$ cat src/rtl/mul_div_unit.sv
// Iterative 32-bit multiply/divide unit holding the architectural HI/LO registers.
// Define MULDIV_DIV_EN to build the restoring divider; without it only multiply is present.
module mul_div_unit (
  input  logic        Clk,
  input  logic        Rst_n,
  input  logic        Start,
  input  logic [1:0]  Op,
  input  logic [31:0] OperandA,
  input  logic [31:0] OperandB,
  input  logic        MtHi,
  input  logic        MtLo,
  input  logic [31:0] MtData,
  output logic        Busy,
  output logic        Done,
  output logic [31:0] Hi,
  output logic [31:0] Lo
);

  localparam int unsigned W    = 32;
  localparam int unsigned W2   = 2 * W;
  localparam int unsigned CntW = 5;

  typedef enum logic [1:0] {IDLE, CALC, FIX} state_t;

  state_t          state;
  logic [CntW-1:0] stepCnt;
  logic            isDiv;
  logic            negRes;
  logic [W2-1:0]   prod;
  logic [W-1:0]    opnd;

  logic            signedOp;
  logic            aNeg;
  logic            bNeg;
  logic [W-1:0]    magA;
  logic [W-1:0]    magB;
  logic [W:0]      mulSum;
  logic [W2-1:0]   mulFix;

  // Operand magnitudes; MULT and DIV (Op[0]=0) are the signed forms.
  always_comb begin
    signedOp = ~Op[0];
    aNeg     = signedOp & OperandA[W-1];
    bNeg     = signedOp & OperandB[W-1];
    magA     = aNeg ? W'(0) - OperandA : OperandA;
    magB     = bNeg ? W'(0) - OperandB : OperandB;
  end

  // Multiply step: prod holds {partial product, remaining multiplier bits}.
  always_comb begin
    mulSum = {1'b0, prod[W2-1:W]} + (prod[0] ? {1'b0, opnd} : (W + 1)'(0));
    mulFix = negRes ? W2'(0) - prod : prod;
  end

`ifdef MULDIV_DIV_EN
  logic         negRem;
  logic [W-1:0] origA;
  logic [W:0]   divShift;
  logic [W:0]   divDiff;
  logic         divFits;
  logic [W-1:0] divRem;
  logic [W-1:0] quotFix;
  logic [W-1:0] remFix;

  // Divide step: prod holds {partial remainder, dividend bits shifting into quotient}.
  always_comb begin
    divShift = {prod[W2-1:W], prod[W-1]};
    divDiff  = divShift - {1'b0, opnd};
    divFits  = ~divDiff[W];
    divRem   = divFits ? divDiff[W-1:0] : divShift[W-1:0];
    quotFix  = negRes ? W'(0) - prod[W-1:0] : prod[W-1:0];
    remFix   = negRem ? W'(0) - prod[W2-1:W] : prod[W2-1:W];
  end
`endif

  always_ff @(posedge Clk or negedge Rst_n) begin
    if (!Rst_n) begin
      state   <= IDLE;
      stepCnt <= '0;
      isDiv   <= 1'b0;
      negRes  <= 1'b0;
      prod    <= '0;
      opnd    <= '0;
      Busy    <= 1'b0;
      Done    <= 1'b0;
      Hi      <= '0;
      Lo      <= '0;
`ifdef MULDIV_DIV_EN
      negRem  <= 1'b0;
      origA   <= '0;
`endif
    end else begin
      Done <= 1'b0;
      case (state)
        IDLE: begin
          if (Start) begin
            isDiv   <= Op[1];
            negRes  <= aNeg ^ bNeg;
            stepCnt <= '0;
            Busy    <= 1'b1;
`ifdef MULDIV_DIV_EN
            negRem  <= aNeg;
            origA   <= OperandA;
            state   <= CALC;
            if (Op[1]) begin
              prod <= {W'(0), magA};
              opnd <= magB;
            end else begin
              prod <= {W'(0), magB};
              opnd <= magA;
            end
`else
            // Divide requests complete immediately without touching HI/LO.
            if (Op[1]) begin
              state <= FIX;
            end else begin
              prod  <= {W'(0), magB};
              opnd  <= magA;
              state <= CALC;
            end
`endif
          end else begin
            if (MtHi) Hi <= MtData;
            if (MtLo) Lo <= MtData;
          end
        end
        CALC: begin
          stepCnt <= stepCnt + CntW'(1);
`ifdef MULDIV_DIV_EN
          if (isDiv) prod <= {divRem, prod[W-2:0], divFits};
          else       prod <= {mulSum, prod[W-1:1]};
`else
          prod <= {mulSum, prod[W-1:1]};
`endif
          if (stepCnt == CntW'(W - 1)) state <= FIX;
        end
        FIX: begin
          Done  <= 1'b1;
          Busy  <= 1'b0;
          state <= IDLE;
          if (!isDiv) begin
            {Hi, Lo} <= mulFix;
          end else begin
`ifdef MULDIV_DIV_EN
            if (opnd == '0) begin
              Hi <= origA;
              Lo <= '1;
            end else begin
              Hi <= remFix;
              Lo <= quotFix;
            end
`endif
          end
        end
        default: state <= IDLE;
      endcase
    end
  end

endmodule

$ cat config.mk
export PLATFORM = sky130hd
export DESIGN_NAME = mul_div_unit
export DESIGN_NICKNAME = d
export VERILOG_FILES = /design/src/rtl/mul_div_unit.sv
export SDC_FILE = /design/constraint.sdc
export NUM_CORES = 1
export LEC_CHECK = 0
export BUFFER_PORTS_ARGS = -buffer_cell sky130_fd_sc_hd__buf_2
export CAP_MARGIN = 25
export CORE_UTILIZATION = 60
export CTS_BUF_LIST = sky130_fd_sc_hd__clkbuf_4 sky130_fd_sc_hd__clkbuf_8
export CTS_CLUSTER_DIAMETER = 80
export CTS_CLUSTER_SIZE = 16
export DETAILED_ROUTE_END_ITERATION = 8
export GPL_ROUTABILITY_DRIVEN = 0
export HOLD_SLACK_MARGIN = 0.15
export PLACE_DENSITY = 0.84
export SLEW_MARGIN = 20
export SYNTH_ARGS = -nofsm -noshare
export SYNTH_HDL_FRONTEND = slang
export SYNTH_SLANG_ARGS = --single-unit
export TNS_END_PERCENT = 20
$ cat constraint.sdc
create_clock -name Clk -period 3.1 [get_ports Clk]
set_input_delay 0.31 -clock Clk [delete_from_list [all_inputs] [get_ports Clk]]
set_output_delay 0.31 -clock Clk [all_outputs]
set_load 0.1 [all_outputs]
==> results.md <==
Logic synthesis:
- The count of cell types in the netlist is 66.
- By area the synthesized netlist is led by dfrtp_1 36%, o21ai_0 6.5%, xor2_1 5.7%.
- The post-synthesis net count is 1569.
- Of all flip-flops after synthesis, the portion carrying an async set or reset was 100%.
- After synthesis, the largest family of logic cells by area is compound AO/OA/AOI/OAI gates.
- The instance count of the mapped netlist is 1428.
- Of the post-synthesis cell area, the part taken by muxes is 0.881%.
- After Yosys synthesis, XOR and XNOR cells account for 10.2% of the synthesized area.
- The most used flip-flop cell after synthesis is dfrtp_1.
- The number of enable flip-flop cells after synthesis is 0.
- The synthesized netlist occupies a cell area of 11800 µm².
- The area fraction of the dominant cell type after synthesis is 36.3%.
- The synthesized area per cell is 8.25 µm².
- The register area share after synthesis is 36.3%.
- In this run, synthesis produced a sequential element count of 171.
- The post-synthesis share of cell area spent on full adders, half adders and majority gates is 4.10%.
- After Yosys synthesis, and, or, nand and nor cells account for 21.5% of the synthesized area.
- Summed over all instances, the cell type with the most area after synthesis is dfrtp_1.
- Yosys printed 0 warnings.
- The synthesized netlist devotes 23.5% of its cell area to compound gates.

Floorplanning:
- The floorplan step set the die width to 142 µm.
- The floorplan core area is 19000 µm².
- The initial utilization of the core area, before any placement, comes to 62.2%.
- Row generation in the floorplan step produced 50 rows.
- The die outline area is 20200 µm².
- 169 I/O pins were placed.
- The die span in y is 142 µm.

Placed design:
- The instance area at placement is 13100 µm².
- The wire-length estimate of the detail-placed layout is 27.0 mm.
- Buffers placed on the I/O ports in this run total 168.

Job:
- The tool flagged a number of max-cap violations equal to 0.

Critical path:
- In this run the worst path has a maximum fanout of 35.
- The signal on the critical path passes through buf_12 > and2_1 > ha_1 > inv_1 > fa_1 > nor2b_1 > o211ai_1 > a21oi_1 > o31ai_2 > o21ai_0 > buf_4 > o21a_1 > o211ai_1.
- The critical path startpoint category is a flop.
- The category of cells accounting for the largest share of critical-path delay is compound AO/OA/AOI/OAI gates.
- The data arrival time of the worst path is 3.40 ns.
- By startpoint and endpoint, the worst setup path is classified as flop to flop.
- Data on the critical path is required at its endpoint by 3.51 ns.
- Among the stages of the critical path, the cell type that occurs most often is o211ai_1.
- The largest single stage delay on the critical path is 0.46 ns.
- The origin of the worst setup path is prod[0].
- The category of the worst setup path capture point is a flop.
- The worst register-to-register path begins at prod[0].
- On the critical path, the stage with the largest delay is an instance of o31ai_2.
- The number of buffers and inverters on the critical path is 3.

GRT:
- Entering global routing, the biggest net connects 85 pins.
- Summed over all layers, the global routing overflow is 0.
- The via count of the first global-routing pass was 10700.
- The initial antenna violation count is 0.
- The global-route total usage across every layer is 35.6%.
- The first global-routing pass estimated 55.8 mm of wire.

Route:
- The number of DRC violations after detailed-routing iteration 0 is 1270.
- The final route contains 11900 vias.
- The first detailed-routing pass took 7 iterations.
- The number of vias per cell is 6.29.
- After detailed routing, the number of remaining DRC violations is 0.
- Dividing the detail-routed wire length by the instance count gives 18.8 µm.
- The aggregate routed wire length is 35.4 mm.
- The detail route stage leaves a number of antenna-violating nets equal to 0.

Timing:
- Setup repair after global routing left no endpoint under its margin.
- After layout, the worst path uses 96.5% of the clock period.
- The headroom to the max-slew limit is 41.8%.
- The sum of negative setup slack is 0 ns.
- The final-report max-slew violation count came to 0.
- The shortest period the worst path allows is 2.99 ns.
- The final hold violation count is 0.
- The pin slew with the least headroom to its limit is 0.871 ns.
- The final number of setup-violating endpoints is 0.
- The worst setup skew after layout is 0.0233 ns.
- The achievable frequency is 334 MHz.

Clock network:
- The clock sink count is 171.
- The clock root buffer is clkbuf_8.
- The clock transition at the registers of the reported paths is 0.11 ns.
- TritonCTS created 17 clock buffers.
- The clock passes through at most 2 buffers.
- The CTS tree is done.
- For the worst-skew pair, the clock arrives at the later sink with an insertion delay of 0.49 ns.
- The level count of the clock H-tree is 4.

Status:
- The run finished with clean final reports.

Final layout:
- The area growth from synthesis to layout is 17.7%.
- Once layout is done, the placed cells without fillers occupy 13900 µm².
- In the final design database the tool counted 1755 nets.
- The fraction of layout instances using a drive strength above 1 is 18.3%.
- The antenna diode instance count is 0.
- The footprint of the multi-input gates is 7120 µm².
- The number of fill cells is 1437.
- The area taken by flip-flops and latches is 4280 µm².

Pwr:
- The static leakage is 6.03 nW.
- Across the VDD grid, the largest voltage drop is 497 µV.
- Power spread over the standard cell area amounts to 1190 nW/µm².

Worst hold path:
- The critical hold path startpoint is OperandB[31].
- In this run the worst hold path is classified as input pin to flop.
## worst paths after layout
path,to,slack (ns),cells after the start
worst max-delay path,prod[57],0.11,13
worst min-delay path,prod[31],0.17,3
worst max register to register,prod[57],0.11,13
worst min register to register,Lo[4],0.48,2
max in group asynchronous,opnd[20],1.92,3
min in group asynchronous,Hi[20],0.33,2
## stage by stage
stage	power, mW	hold slack, ns	cells	setup WS, ns	util (%)
after CTS	16.3	0.151	1886	0.141	73.0
after floorplan	11.9	0.0144	1428	0.385	-
final	16.5	0.165	1887	0.110	73.2
after global placement	14.3	0.285	1826	0.207	69.2
after global routing	17.4	0.178	1887	0.0107	73.2
after detailed placement	14.6	0.283	1827	0.183	69.3
## placed cells by master, fill, tap and decap left out, drive strengths merged, types with 27 or more instances in the layout
master / n
nor2: 151
ha: 37
o21ai: 152
dlygate4sd3: 27
and2: 34
a21oi: 95
buf: 232
dfrtp: 171
nand2: 158
or3: 29
xnor2: 60
o31ai: 36
xor2: 77
inv: 27
## final cells by class
type | count | share of cell area (%)
multi-input cells | 1145 | 51.3
well taps | 260 | 2.34
repair buffers | 259 | 11.8
clock buffers | 17 | 1.69
clock inverters | 15 | 1.42
flip-flops and latches | 171 | 30.9
inverters | 20 | 0.541
## power by group
| group | total [mW] | leakage, nW | internal [mW] | switching [mW] |
|---|---|---|---|---|
| registers | 4.55 | 2.06 | 3.31 | 1.24 |
| clock network | 1.69 | 0.214 | 0.698 | 0.996 |
| logic | 10.3 | 3.75 | 3.25 | 7.04 |
| total | 16.5 | 6.03 | 7.26 | 9.28 |
## synth_stat cells, types with 11 or more instances
cell type and instances:
clkbuf_1 80, dfrtp_1 171, ha_1 37, o211ai_1 11
or3_1 28, nor4_1 17, o41ai_1 15, nand4_1 13
xnor2_1 60, or4_1 18, and3_1 13, nand2b_1 11
nand2_1 158, o21ai_0 152, and2_1 34, a211oi_1 17
nor2b_1 12, a22oi_1 11, o31ai_1 34, a21oi_1 95
buf_1 12, nor2_1 151, inv_1 19, a21o_1 22
a221oi_1 21, xor2_1 77, nor3_1 22, nand3_1 18
## per-layer routing
layer | vias up | GRT usage [%] | routed length (µm)
li1 | 5516 | - | -
met3 | 96 | 5.85 | 3700
met1 | 5550 | 49.1 | 14800
met2 | 706 | 54.4 | 15400
met4 | 0 | 17.4 | 1520
met5 | - | 0 | 0
## state kept, by name, indices dropped and copies added (netlist names)
| register | count |
|---|---|
| state | 2 |
| Hi | 32 |
| isDiv | 1 |
| opnd | 32 |
| Done | 1 |
| stepCnt | 5 |
| Busy | 1 |
| negRes | 1 |
| prod | 64 |
| Lo | 32 |
## timing repair
action                                  CTS  global route
buffers inserted                          0             0
hold buffers                             27             0
gates resized for setup                   0             3
endpoints found under the setup margin    0             6
endpoints found under the hold margin    74             0
## kinds of logic after synthesis
logic type	count (synthesis)
XOR/XNOR	137
adder cells (fa/ha/maj)	38
buffers and inverters	112
AND/OR/NAND/NOR	524
flip-flops	171
multiplexers	10
AO/OA/AOI/OAI	436
## worst register-to-register path: stages, from the launching register on
cell,delay [ns]
dfrtp_1,0.41
buf_12,0.17
and2_1,0.16
ha_1,0.18
inv_1,0.07
fa_1,0.20
nor2b_1,0.07
o211ai_1,0.35
a21oi_1,0.19
o31ai_2,0.46
o21ai_0,0.14
buf_4,0.17
o21a_1,0.18
o211ai_1,0.17
Power figures use the tool's default switching activity.
